$ cat src/rtl/isp_video_pkg.sv
// Shared encodings for the ISP video test sources: pattern modes, CFA colours
// and the per-bar channel on-masks of the eight-bar colour chart.
package isp_video_pkg;

  localparam logic [1:0] MODE_FLAT  = 2'b00;
  localparam logic [1:0] MODE_RAMP  = 2'b01;
  localparam logic [1:0] MODE_BARS  = 2'b10;
  localparam logic [1:0] MODE_CHECK = 2'b11;

  typedef enum logic [1:0] {
    CFA_B = 2'd0,
    CFA_G = 2'd1,
    CFA_R = 2'd2
  } cfa_e;

  // Bit i is set when the channel is lit in bar i (white..black).
  localparam logic [7:0] BAR_R_ON = 8'b0011_0011;
  localparam logic [7:0] BAR_G_ON = 8'b0000_1111;
  localparam logic [7:0] BAR_B_ON = 8'b0101_0101;

  function automatic cfa_e cfa_of(input logic row_odd, input logic col_odd,
                                  input logic [1:0] mirror);
    logic [1:0] phase;
    phase = {row_odd ^ mirror[1], col_odd ^ mirror[0]};
    case (phase)
      2'b00:   cfa_of = CFA_B;
      2'b11:   cfa_of = CFA_R;
      default: cfa_of = CFA_G;
    endcase
  endfunction

endpackage

$ cat src/rtl/video_timing_gen.sv
// Sensor-style frame timing: h/v counters and frame FSM. All outputs are
// combinational decodes of the counter state; the caller registers them.
module video_timing_gen #(
  parameter int IMG_HDISP = 640,
  parameter int IMG_VDISP = 480,
  parameter int HSYNC_W   = 2,
  parameter int H_BACK    = 2,
  parameter int H_FRONT   = 2,
  parameter int V_SYNC    = 2,
  parameter int V_BACK    = 2,
  parameter int V_FRONT   = 1,
  localparam int XW       = $clog2(IMG_HDISP),
  localparam int YW       = $clog2(IMG_VDISP)
) (
  input  logic          clk,
  input  logic          rst_n,
  input  logic          enable_i,
  output logic [XW-1:0] x_o,
  output logic [YW-1:0] y_o,
  output logic          active_o,
  output logic          vsync_o,
  output logic          hsync_o,
  output logic          busy_o,
  output logic          frame_start_o,
  output logic          frame_end_o
);

  localparam int H_TOTAL = HSYNC_W + H_BACK + IMG_HDISP + H_FRONT;
  localparam int HSTART  = HSYNC_W + H_BACK;
  localparam int HEND    = HSTART + IMG_HDISP;
  localparam int HW      = $clog2(H_TOTAL);
  localparam int VM1     = (V_SYNC > IMG_VDISP) ? V_SYNC : IMG_VDISP;
  localparam int VM2     = (V_BACK > V_FRONT) ? V_BACK : V_FRONT;
  localparam int VMAX    = (VM1 > VM2) ? VM1 : VM2;
  localparam int VW      = $clog2(VMAX + 1);

  localparam logic [2:0] ST_IDLE   = 3'd0;
  localparam logic [2:0] ST_VSYNC  = 3'd1;
  localparam logic [2:0] ST_VBACK  = 3'd2;
  localparam logic [2:0] ST_ACTIVE = 3'd3;
  localparam logic [2:0] ST_VFRONT = 3'd4;

  logic [2:0]    state_q, state_d;
  logic [HW-1:0] h_q, h_d;
  logic [VW-1:0] v_q, v_d;
  logic [VW-1:0] last_v;
  logic          line_end;
  logic          last_line;

  always_comb begin
    case (state_q)
      ST_VSYNC:  last_v = VW'(V_SYNC - 1);
      ST_VBACK:  last_v = VW'(V_BACK - 1);
      ST_ACTIVE: last_v = VW'(IMG_VDISP - 1);
      ST_VFRONT: last_v = VW'(V_FRONT - 1);
      default:   last_v = '0;
    endcase
  end

  assign line_end  = (h_q == HW'(H_TOTAL - 1));
  assign last_line = (v_q == last_v);

  // A state only ever advances on the final clock of its final line.
  always_comb begin
    state_d       = state_q;
    h_d           = h_q;
    v_d           = v_q;
    frame_start_o = 1'b0;
    frame_end_o   = 1'b0;
    if (state_q == ST_IDLE) begin
      h_d = '0;
      v_d = '0;
      if (enable_i) begin
        state_d       = ST_VSYNC;
        frame_start_o = 1'b1;
      end
    end else begin
      h_d = line_end ? '0 : h_q + 1'b1;
      if (line_end) begin
        if (last_line) begin
          v_d = '0;
          case (state_q)
            ST_VSYNC:  state_d = (V_BACK == 0) ? ST_ACTIVE : ST_VBACK;
            ST_VBACK:  state_d = ST_ACTIVE;
            ST_ACTIVE: state_d = ST_VFRONT;
            ST_VFRONT: begin
              frame_end_o = 1'b1;
              if (enable_i) begin
                state_d       = ST_VSYNC;
                frame_start_o = 1'b1;
              end else begin
                state_d = ST_IDLE;
              end
            end
            default:   state_d = ST_IDLE;
          endcase
        end else begin
          v_d = v_q + 1'b1;
        end
      end
    end
  end

  always_ff @(posedge clk or negedge rst_n) begin
    if (!rst_n) begin
      state_q <= ST_IDLE;
      h_q     <= '0;
      v_q     <= '0;
    end else begin
      state_q <= state_d;
      h_q     <= h_d;
      v_q     <= v_d;
    end
  end

  assign busy_o   = (state_q != ST_IDLE);
  assign vsync_o  = !(state_q == ST_VSYNC);
  assign hsync_o  = !(busy_o && (h_q < HW'(HSYNC_W)));
  assign active_o = (state_q == ST_ACTIVE) && (h_q >= HW'(HSTART)) && (h_q < HW'(HEND));
  assign x_o      = XW'(h_q - HW'(HSTART));
  assign y_o      = YW'(v_q);

endmodule

$ cat src/rtl/raw_bayer_pattern_gen.sv
// RAW Bayer sensor emulator: frame timing plus flat/ramp/bars/checker patterns
// with mirror-aware CFA phase; every output is registered one clock after the counters.
module raw_bayer_pattern_gen
  import isp_video_pkg::*;
#(
  parameter int DATA_W    = 8,
  parameter int IMG_HDISP = 640,
  parameter int IMG_VDISP = 480,
  parameter int HSYNC_W   = 2,
  parameter int H_BACK    = 2,
  parameter int H_FRONT   = 2,
  parameter int V_SYNC    = 2,
  parameter int V_BACK    = 2,
  parameter int V_FRONT   = 1,
  parameter int R_VAL     = 200,
  parameter int G_VAL     = 150,
  parameter int B_VAL     = 100
) (
  input  logic              clk,
  input  logic              rst_n,
  input  logic              enable,
  input  logic [1:0]        mode,
  input  logic [1:0]        mirror,
  output logic              frame_vsync,
  output logic              frame_hsync,
  output logic              frame_href,
  output logic [DATA_W-1:0] img_raw,
  output logic [15:0]       frame_cnt,
  output logic              busy
);

  localparam int XW    = $clog2(IMG_HDISP);
  localparam int YW    = $clog2(IMG_VDISP);
  localparam int BAR_W = IMG_HDISP / 8;
  localparam int BPW   = (BAR_W > 1) ? $clog2(BAR_W) : 1;

  localparam logic [DATA_W-1:0] MAXV  = {DATA_W{1'b1}};
  localparam logic [DATA_W-1:0] R_SMP = DATA_W'(R_VAL);
  localparam logic [DATA_W-1:0] G_SMP = DATA_W'(G_VAL);
  localparam logic [DATA_W-1:0] B_SMP = DATA_W'(B_VAL);

  logic [XW-1:0] x;
  logic [YW-1:0] y;
  logic          active, vs, hs, tg_busy, frame_start, frame_end;

  video_timing_gen #(
    .IMG_HDISP (IMG_HDISP),
    .IMG_VDISP (IMG_VDISP),
    .HSYNC_W   (HSYNC_W),
    .H_BACK    (H_BACK),
    .H_FRONT   (H_FRONT),
    .V_SYNC    (V_SYNC),
    .V_BACK    (V_BACK),
    .V_FRONT   (V_FRONT)
  ) u_timing (
    .clk           (clk),
    .rst_n         (rst_n),
    .enable_i      (enable),
    .x_o           (x),
    .y_o           (y),
    .active_o      (active),
    .vsync_o       (vs),
    .hsync_o       (hs),
    .busy_o        (tg_busy),
    .frame_start_o (frame_start),
    .frame_end_o   (frame_end)
  );

  // Shadow copies so a frame is rendered with one consistent mode/phase.
  logic [1:0] mode_q, mirror_q;

  always_ff @(posedge clk or negedge rst_n) begin
    if (!rst_n) begin
      mode_q   <= MODE_FLAT;
      mirror_q <= 2'b00;
    end else if (frame_start) begin
      mode_q   <= mode;
      mirror_q <= mirror;
    end
  end

  // Bar position tracks x by counting pixels; it re-zeros in every blank gap.
  logic [BPW-1:0] bar_pix_q, bar_pix_d;
  logic [2:0]     bar_idx_q, bar_idx_d;

  always_comb begin
    bar_pix_d = '0;
    bar_idx_d = '0;
    if (active) begin
      if (bar_pix_q == BPW'(BAR_W - 1)) begin
        bar_pix_d = '0;
        bar_idx_d = bar_idx_q + 3'd1;
      end else begin
        bar_pix_d = bar_pix_q + 1'b1;
        bar_idx_d = bar_idx_q;
      end
    end
  end

  always_ff @(posedge clk or negedge rst_n) begin
    if (!rst_n) begin
      bar_pix_q <= '0;
      bar_idx_q <= '0;
    end else begin
      bar_pix_q <= bar_pix_d;
      bar_idx_q <= bar_idx_d;
    end
  end

  cfa_e              cfa;
  logic              bar_on;
  logic              check_on;
  logic [DATA_W-1:0] raw_d;

  always_comb begin
    cfa      = cfa_of(y[0], x[0], mirror_q);
    check_on = (((x >> 3) ^ XW'(y >> 3)) & XW'(1)) != '0;
    case (cfa)
      CFA_R:   bar_on = BAR_R_ON[bar_idx_q];
      CFA_G:   bar_on = BAR_G_ON[bar_idx_q];
      default: bar_on = BAR_B_ON[bar_idx_q];
    endcase
    raw_d = '0;
    if (active) begin
      case (mode_q)
        MODE_FLAT: begin
          case (cfa)
            CFA_R:   raw_d = R_SMP;
            CFA_G:   raw_d = G_SMP;
            default: raw_d = B_SMP;
          endcase
        end
        MODE_RAMP: raw_d = DATA_W'(x);
        MODE_BARS: raw_d = bar_on ? MAXV : '0;
        default:   raw_d = check_on ? MAXV : '0;
      endcase
    end
  end

  logic              vsync_q, hsync_q, href_q, busy_q;
  logic [DATA_W-1:0] raw_q;
  logic [15:0]       frame_cnt_q, frame_cnt_d;

  assign frame_cnt_d = frame_end ? frame_cnt_q + 16'd1 : frame_cnt_q;

  always_ff @(posedge clk or negedge rst_n) begin
    if (!rst_n) begin
      vsync_q     <= 1'b1;
      hsync_q     <= 1'b1;
      href_q      <= 1'b0;
      raw_q       <= '0;
      busy_q      <= 1'b0;
      frame_cnt_q <= '0;
    end else begin
      vsync_q     <= vs;
      hsync_q     <= hs;
      href_q      <= active;
      raw_q       <= raw_d;
      busy_q      <= tg_busy;
      frame_cnt_q <= frame_cnt_d;
    end
  end

  assign frame_vsync = vsync_q;
  assign frame_hsync = hsync_q;
  assign frame_href  = href_q;
  assign img_raw     = raw_q;
  assign busy        = busy_q;
  assign frame_cnt   = frame_cnt_q;

endmodule

$ cat config.mk
export PLATFORM = sky130hd
export DESIGN_NAME = raw_bayer_pattern_gen
export DESIGN_NICKNAME = d
export VERILOG_FILES = /design/src/rtl/isp_video_pkg.sv /design/src/rtl/video_timing_gen.sv /design/src/rtl/raw_bayer_pattern_gen.sv
export SDC_FILE = /design/constraint.sdc
export NUM_CORES = 1
export LEC_CHECK = 0
export CAP_MARGIN = 20
export CORE_UTILIZATION = 45
export CTS_CLUSTER_DIAMETER = 50
export DETAILED_ROUTE_END_ITERATION = 7
export PLACE_DENSITY_LB_ADDON = 0.25
export SLEW_MARGIN = 10
export SYNTH_ARGS = -nofsm -noshare
export SYNTH_HDL_FRONTEND = slang
export SYNTH_SLANG_ARGS = --single-unit
export TNS_END_PERCENT = 20
$ cat constraint.sdc
create_clock -name clk -period 4.9 [get_ports clk]
set_input_delay 0.98 -clock clk [delete_from_list [all_inputs] [get_ports clk]]
set_output_delay 0.98 -clock clk [all_outputs]
set_load 0.005 [all_outputs]
==> results of run 1 <==
## stage by stage
stage | setup WS (ns) | hold WS (ns)
after floorplan | 2.67 | 0.425
after global placement | 2.38 | 0.449
after detailed placement | 2.31 | 0.464
after CTS | 2.32 | 0.473
after global routing | 2.09 | 0.494
final | 2.31 | 0.471
## layer usage
| metal | GRT usage [%] | vias to the layer above | part of all wire [%] |
|---|---|---|---|
| li1 | - | 1190 | - |
| met1 | 23.8 | 1147 | 49 |
| met2 | 26.6 | 41 | 46 |
| met3 | 4.15 | 11 | 3.5 |
| met4 | 6.89 | 0 | 1.5 |
| met5 | 0 | - | 0 |
## worst max-delay path: stages, from the launching register on
cell and delay [ns]:
dfrtp_1 0.41, inv_1 0.15, ha_1 0.16, or3b_4 0.42
o31ai_2 0.82, nor3b_1 0.31, xnor2_1 0.14, nor2_1 0.05
## state kept, by name, summed over array words and instances, names as in the netlist, 2 cells and up
signal	flops
mirror_q	2
img_raw	8
frame_cnt	16
bar_pix_q	7
u_timing.h_q	10
mode_q	2
u_timing.y_o	9
u_timing.state_q	3
bar_idx_q	3
## area by class of cell
cell class | count | share of cell area [%]
Clock inverter | 2 | 0.319
Clock buffer | 13 | 4.56
Sequential cell | 64 | 40.9
Multi-Input combinational cell | 235 | 40.9
Inverter | 16 | 1.53
Timing Repair Buffer | 35 | 8.73
Tap cell | 99 | 3.15
## placed cells by master (no fill, tap or decap), drive strengths merged, types with 2 or more instances in the layout
master         count
o21ai              7
dfstp              2
nor2              35
nor3              10
and3               9
xnor2             14
or3                2
nor2b              5
nand4              8
a21oi             18
clkbuf            13
nor3b              3
ha                14
dfrtp             62
o31ai              2
nand2             24
and4               2
clkdlybuf4s50     33
xor2              28
inv               16
mux2               6
or3b               4
nand2b             3
nand3             14
a21o               2
o2111ai            3
nor4               9
o21bai             2
o211ai             4
buf                2
## cells by family (layout without fill, tap and decap cells)
kind of cell    after synthesis  in the layout
simple gates                132            132
compound gates               40             40
mux                           7              7
fa+ha+maj                    14             14
xor+xnor                     42             42
buf+inv                      30             66
flops                        64             64
## final timing paths
path                                       from              end  slack [ns]  cells after the start
worst max-delay path            u_timing.h_q[3]  u_timing.y_o[5]        2.31                      7
min in group asynchronous                 rst_n  u_timing.h_q[6]        0.79                      2
worst max register to register  u_timing.h_q[3]  u_timing.y_o[5]        2.31                      7
worst min-delay path               bar_pix_q[0]     bar_pix_q[0]        0.47                      1
worst min register to register     bar_pix_q[0]     bar_pix_q[0]        0.47                      1
max in group asynchronous                 rst_n        mode_q[1]        3.54                      2
## report_power, final
part	internal, mW	switching, mW	total (mW)	leakage, nW
clock network	0.235	0.192	0.428	0.0975
registers	0.528	0	0.528	0.863
logic	0.00439	0.0107	0.0151	0.787
## synth_stat cells, types with 2 or more instances
| library cell | instances | area (sq um) |
|---|---|---|
| dfrtp_1 | 62 | 1550 |
| nor2_1 | 35 | 131 |
| xor2_1 | 28 | 245 |
| nand2_1 | 24 | 90.1 |
| a21oi_1 | 17 | 85.1 |
| inv_1 | 16 | 60.1 |
| ha_1 | 14 | 175 |
| nand3_1 | 14 | 70.1 |
| xnor2_1 | 14 | 123 |
| and3_1 | 9 | 56.3 |
| nand4_1 | 8 | 50.1 |
| nor3_1 | 8 | 40.0 |
| nor4_1 | 8 | 50.1 |
| o21ai_0 | 7 | 35.0 |
| buf_2 | 6 | 30.0 |
| mux2_2 | 6 | 67.6 |
| clkbuf_1 | 5 | 18.8 |
| nor2b_1 | 5 | 31.3 |
| o211ai_1 | 4 | 30.0 |
| nand2b_1 | 3 | 18.8 |
| nor3b_1 | 3 | 22.5 |
| or3b_2 | 3 | 26.3 |
| a21o_1 | 2 | 15.0 |
| and4_1 | 2 | 17.5 |
| dfstp_2 | 2 | 52.6 |
| nor3_2 | 2 | 20.0 |
| o21bai_1 | 2 | 15.0 |
| or3_1 | 2 | 12.5 |
==> flow_summary.toml, run 1 <==
[status]
status = "finished clean"

[detailed_routing]
drc = 0
first_iter_violations = 122
routedWlPerCell_um = 13.4
viasPerCell = 5.15
wl_um = 6210
drtAntennaViolNets = 0
vias = 2389
drt_pre_antenna_iters = 4

[grt]
grt_remaining_overflow = 0
grtUsageTotal_pct = 17.4
grt_first_pass_wirelength_um = 10300
antenna_found_initial = 0
grt_pass1_vias = 2237
grt_max_degree = 65

[yosys]
ys_seq_elements = 64
avgSynthCellArea_sq_um = 10.2
syn_area_sq_um = 3340
synthCells = 329
synth_top_family_by_area = "simple AND/OR/NAND/NOR gates"
synth-main-ff-cell = "dfrtp_1"
synthMuxAreaShare_pct = 2.32
synthAdderAreaFrac_pct = 5.25
yosys_warnings = 0
synth-edff-count = 0
synthArstFlopShare_pct = 100
ys_seq_area_share_pct = 48.0
syn_nets = 350
synth_compound_area_share_pct = 8.21
synth_simple_gate_area_share_pct = 21.2
ys_types = 46
synth_xor_area_share_pct = 11.0

[final_layout]
n_fill_cell = 671
layout.cells.non_filler = 464
seqCellArea_sq_um = 1600
drive_gt1_share_pct = 10.7
syn2layout_area_growth_pct = 17.6
nets = 382
multi_input_area_sq_um = 1600
num_antenna_cells = 0
final_cell_area_sq_um = 3930
utilization_pct = 54.4

[place]
numPortBuffers = 34
place_congestion = 0.791
place_inst = 449
hpwl_um = 4400
place_area_sq_um = 3730

[clock_network]
cts_tree = "yes"
clkTransAtPathRegs_ns = 0.07
hold_buffers = 0
post_cts_buffers = 0
cts_resized = 0
cts-root-buf = "clkbuf_8"
cts_buffers = 9
htreeDepth = 3
clockBufferDepth = 2
clk_latency_ns = 0.33
cts_sinks = 64

[timing]
period_minus_slack_ns = 2.59
finalSetupViolations = 0
tns_ns = 0
worst_pin_slew_ns = 1.01
skew_ns = 0.00534
hold_viol_final = 0
slew-limit-headroom_pct = 32.3
rsz0062_at_grt = "false"
max_freq_ghz = 0.386
drv_slew = 0
finalCritPeriodShare_pct = 52.8

[die]
core_sq_um = 7210
die_area_sq_um = 7770
boundaryPins = 35
num_rows = 31
start_util_pct = 46.3
die_w_um = 88.1
chipHeight_um = 88.1

[worst_hold_path]
hp-class = "reg2reg"

[setup_path]
required_ns = 5.11
cp_data_arrival_time_ns = 2.80
cp-start-kind = "flip-flop"
crit_path_end_kind = "flip-flop"
path_class = "reg2reg"
cp_max_fo = 15

[power]
ir_drop_v = 0.000108
total_leakage_power_nw = 1.75
power_density_nw_per_um2 = 247
power_mw = 0.971

[flow_run]
maxCapViolations = 0
Note: power is estimated with default switching activity, not from simulation.
==> run 2, diff against run 1 <==
==> constraint.sdc (replaced) <==
create_clock -name clk -period 2.34 [get_ports clk]
set_input_delay 0.468 -clock clk [delete_from_list [all_inputs] [get_ports clk]]
set_output_delay 0.468 -clock clk [all_outputs]
set_load 0.005 [all_outputs]
==> flow_summary.toml, run 2 (same netlist as run 1, synthesis figures left out) <==
[grt]
grt_first_pass_wirelength_um = 10800
grt_pass1_vias = 2352
grtUsageTotal_pct = 18.5
antenna_found_initial = 0
grt_max_degree = 65
grt_remaining_overflow = 0

[final_layout]
syn2layout_area_growth_pct = 23.5
layout.cells.non_filler = 480
final_common_cell = "dfrtp_1"
final_cell_area_sq_um = 4130
num_antenna_cells = 0
nets = 397
drive_gt1_share_pct = 15.7
layout_common_cells = "62 x dfrtp_1, 35 x nor2_1, 33 x clkdlybuf4s50_1"
largest_reg_flops = 16

[place]
place_congestion = 0.796
hpwl_um = 4580
place_inst = 462
post-place-ws_ns = 0.0395
numPortBuffers = 34
place_area_sq_um = 3840

[detailed_routing]
first_iter_violations = 128
drtAntennaViolNets = 0
drc = 0
vias = 2438
drt_pre_antenna_iters = 4
wl_um = 6240
viasPerCell = 5.08
routedWlPerCell_um = 13.0

[timing]
max_freq_ghz = 0.447
fin_ws_ns = 0.103
slew-limit-headroom_pct = 64.0
hold_viol_final = 0
worst_pin_slew_ns = 0.540
tns_ns = 0
skew_ns = 0.00804
finalCritPeriodShare_pct = 95.6
rsz0062_at_grt = "true"
finalSetupViolations = 0
drv_slew = 0
period_minus_slack_ns = 2.24

[clock_network]
cts_buffers = 9
htreeDepth = 3
hold_buffers = 0
cts_sinks = 64
cts_tree = "yes"
clk_latency_ns = 0.35
clockBufferDepth = 2
clkTransAtPathRegs_ns = 0.07
cts-root-buf = "clkbuf_8"

[setup_path]
path_class = "reg2reg"
cp_cell_sequence = "inv_1 > ha_1 > or3b_4 > nor3_2 > o2111ai_1 > nor4_1 > xor2_1"
cp_max_fo = 6
cp_top_family = "simple AND/OR/NAND/NOR gates"
crit_slowest_cell = "or3b_4"
required_ns = 2.60
cp_data_arrival_time_ns = 2.50
slowest_delay_ns = 0.42
cp-start-kind = "flip-flop"
critPathBufInv = 1
crit_path_end_kind = "flip-flop"

[power]
p_seq_share_pct = 50.7
power_mw = 2.18
clockPowerShare_pct = 47.8
power_density_nw_per_um2 = 529
ir_drop_v = 0.000368
internal-power_mw = 1.74
sw_frac_of_total_pct = 20.3
comb_power_share_pct = 1.5
net-switching-power_mw = 0.442
total_leakage_power_nw = 1.86

[worst_hold_path]
hp-class = "in2async"

[status]
status = "finished clean"

[die]
boundaryPins = 35
die_w_um = 88.1
core_sq_um = 7210
chipHeight_um = 88.1
die_area_sq_um = 7770
start_util_pct = 46.3
num_rows = 31

[flow_run]
maxCapViolations = 0
==> run 2: changes by cell type in the layout (fill, tap and decap cells not counted), sizes merged <==
| cell | change |
|---|---|
| buf | +15 |
| bufinv | +2 |
| clkbuf | -3 |
| clkinv | +2 |
==> run 2: repair_timing <==
| item | 4_1_cts | 5_1_grt |
|---|---|---|
| buffers inserted | 0 | 2 |
| resized for setup | 0 | 7 |
| setup endpoints to repair | 0 | 17 |
==> run 2: power by group through the flow <==
stage / Clock, mW / Sequential (mW) / Combinational, mW
floorplan: 0 / 1.13 / 0.000284
global placement: 0 / 1.13 / 0.0365
detailed placement: 0 / 1.13 / 0.0364
CTS: 1.07 / 1.11 / 0.0363
global route: 1.12 / 1.11 / 0.0403
finish: 1.04 / 1.11 / 0.0336
==> run 2: routing by layer <==
layer	share of wire [%]	up-vias	routed length, um	global-route usage (%)
li1	-	1224	-	-
met1	47	1164	2920	24.5
met2	48	41	3020	28.5
met3	3.4	9	215	5.47
met4	1.3	0	83	7.33
met5	0	-	0	0
==> run 2: worst paths after layout <==
path | startpoint | to | slack (ns) | depth (start not counted)
min reg2reg | bar_pix_q[0] | bar_pix_q[0] | 0.46 | 1
min | rst_n | u_timing.h_q[6] | 0.1 | 2
max reg2reg | u_timing.h_q[3] | frame_cnt[8] | 0.10 | 7
min in group clk | bar_pix_q[0] | bar_pix_q[0] | 0.46 | 1
max in group asynchronous | rst_n | frame_vsync | 1.89 | 2
max | u_timing.h_q[3] | frame_cnt[8] | 0.10 | 7
==> run 2: worst register-to-register path, stage by stage, from the launching register on <==
cell and delay (ns):
dfrtp_1 0.41, inv_1 0.09, ha_1 0.14, or3b_4 0.42, nor3_2 0.22, o2111ai_1 0.32
nor4_1 0.37, xor2_1 0.17
==> run 2: area by class of cell <==
cell class / count / area (sq um)
repair buffers: 50 / 468
inverters: 16 / 60.1
clock inverters: 6 / 82.6
flip-flops and latches: 64 / 1600
clock buffers: 10 / 138
well taps: 99 / 124
fillers: 657 / 3090
multi-input cells: 235 / 1650
==> run 2: stage by stage <==
stage / hold slack [ns] / utilization, %
global placement: 0.449 / 53.3
CTS: 0.130 / 56.3
finish: 0.0967 / 57.2
detailed placement: 0.458 / 53.3
floorplan: 0.172 / -
global route: 0.145 / 57.2
==> run 3, diff against run 2 <==
--- a/config.mk
+++ b/config.mk
@@ -5,7 +5,6 @@
 export SDC_FILE = /design/constraint.sdc
 export NUM_CORES = 1
 export LEC_CHECK = 0
-export CAP_MARGIN = 20
 export CORE_UTILIZATION = 45
 export CTS_CLUSTER_DIAMETER = 50
 export DETAILED_ROUTE_END_ITERATION = 7
==> results of run 3 <==
Same layout as run 2: the final DEF is identical, and so are final timing and power.
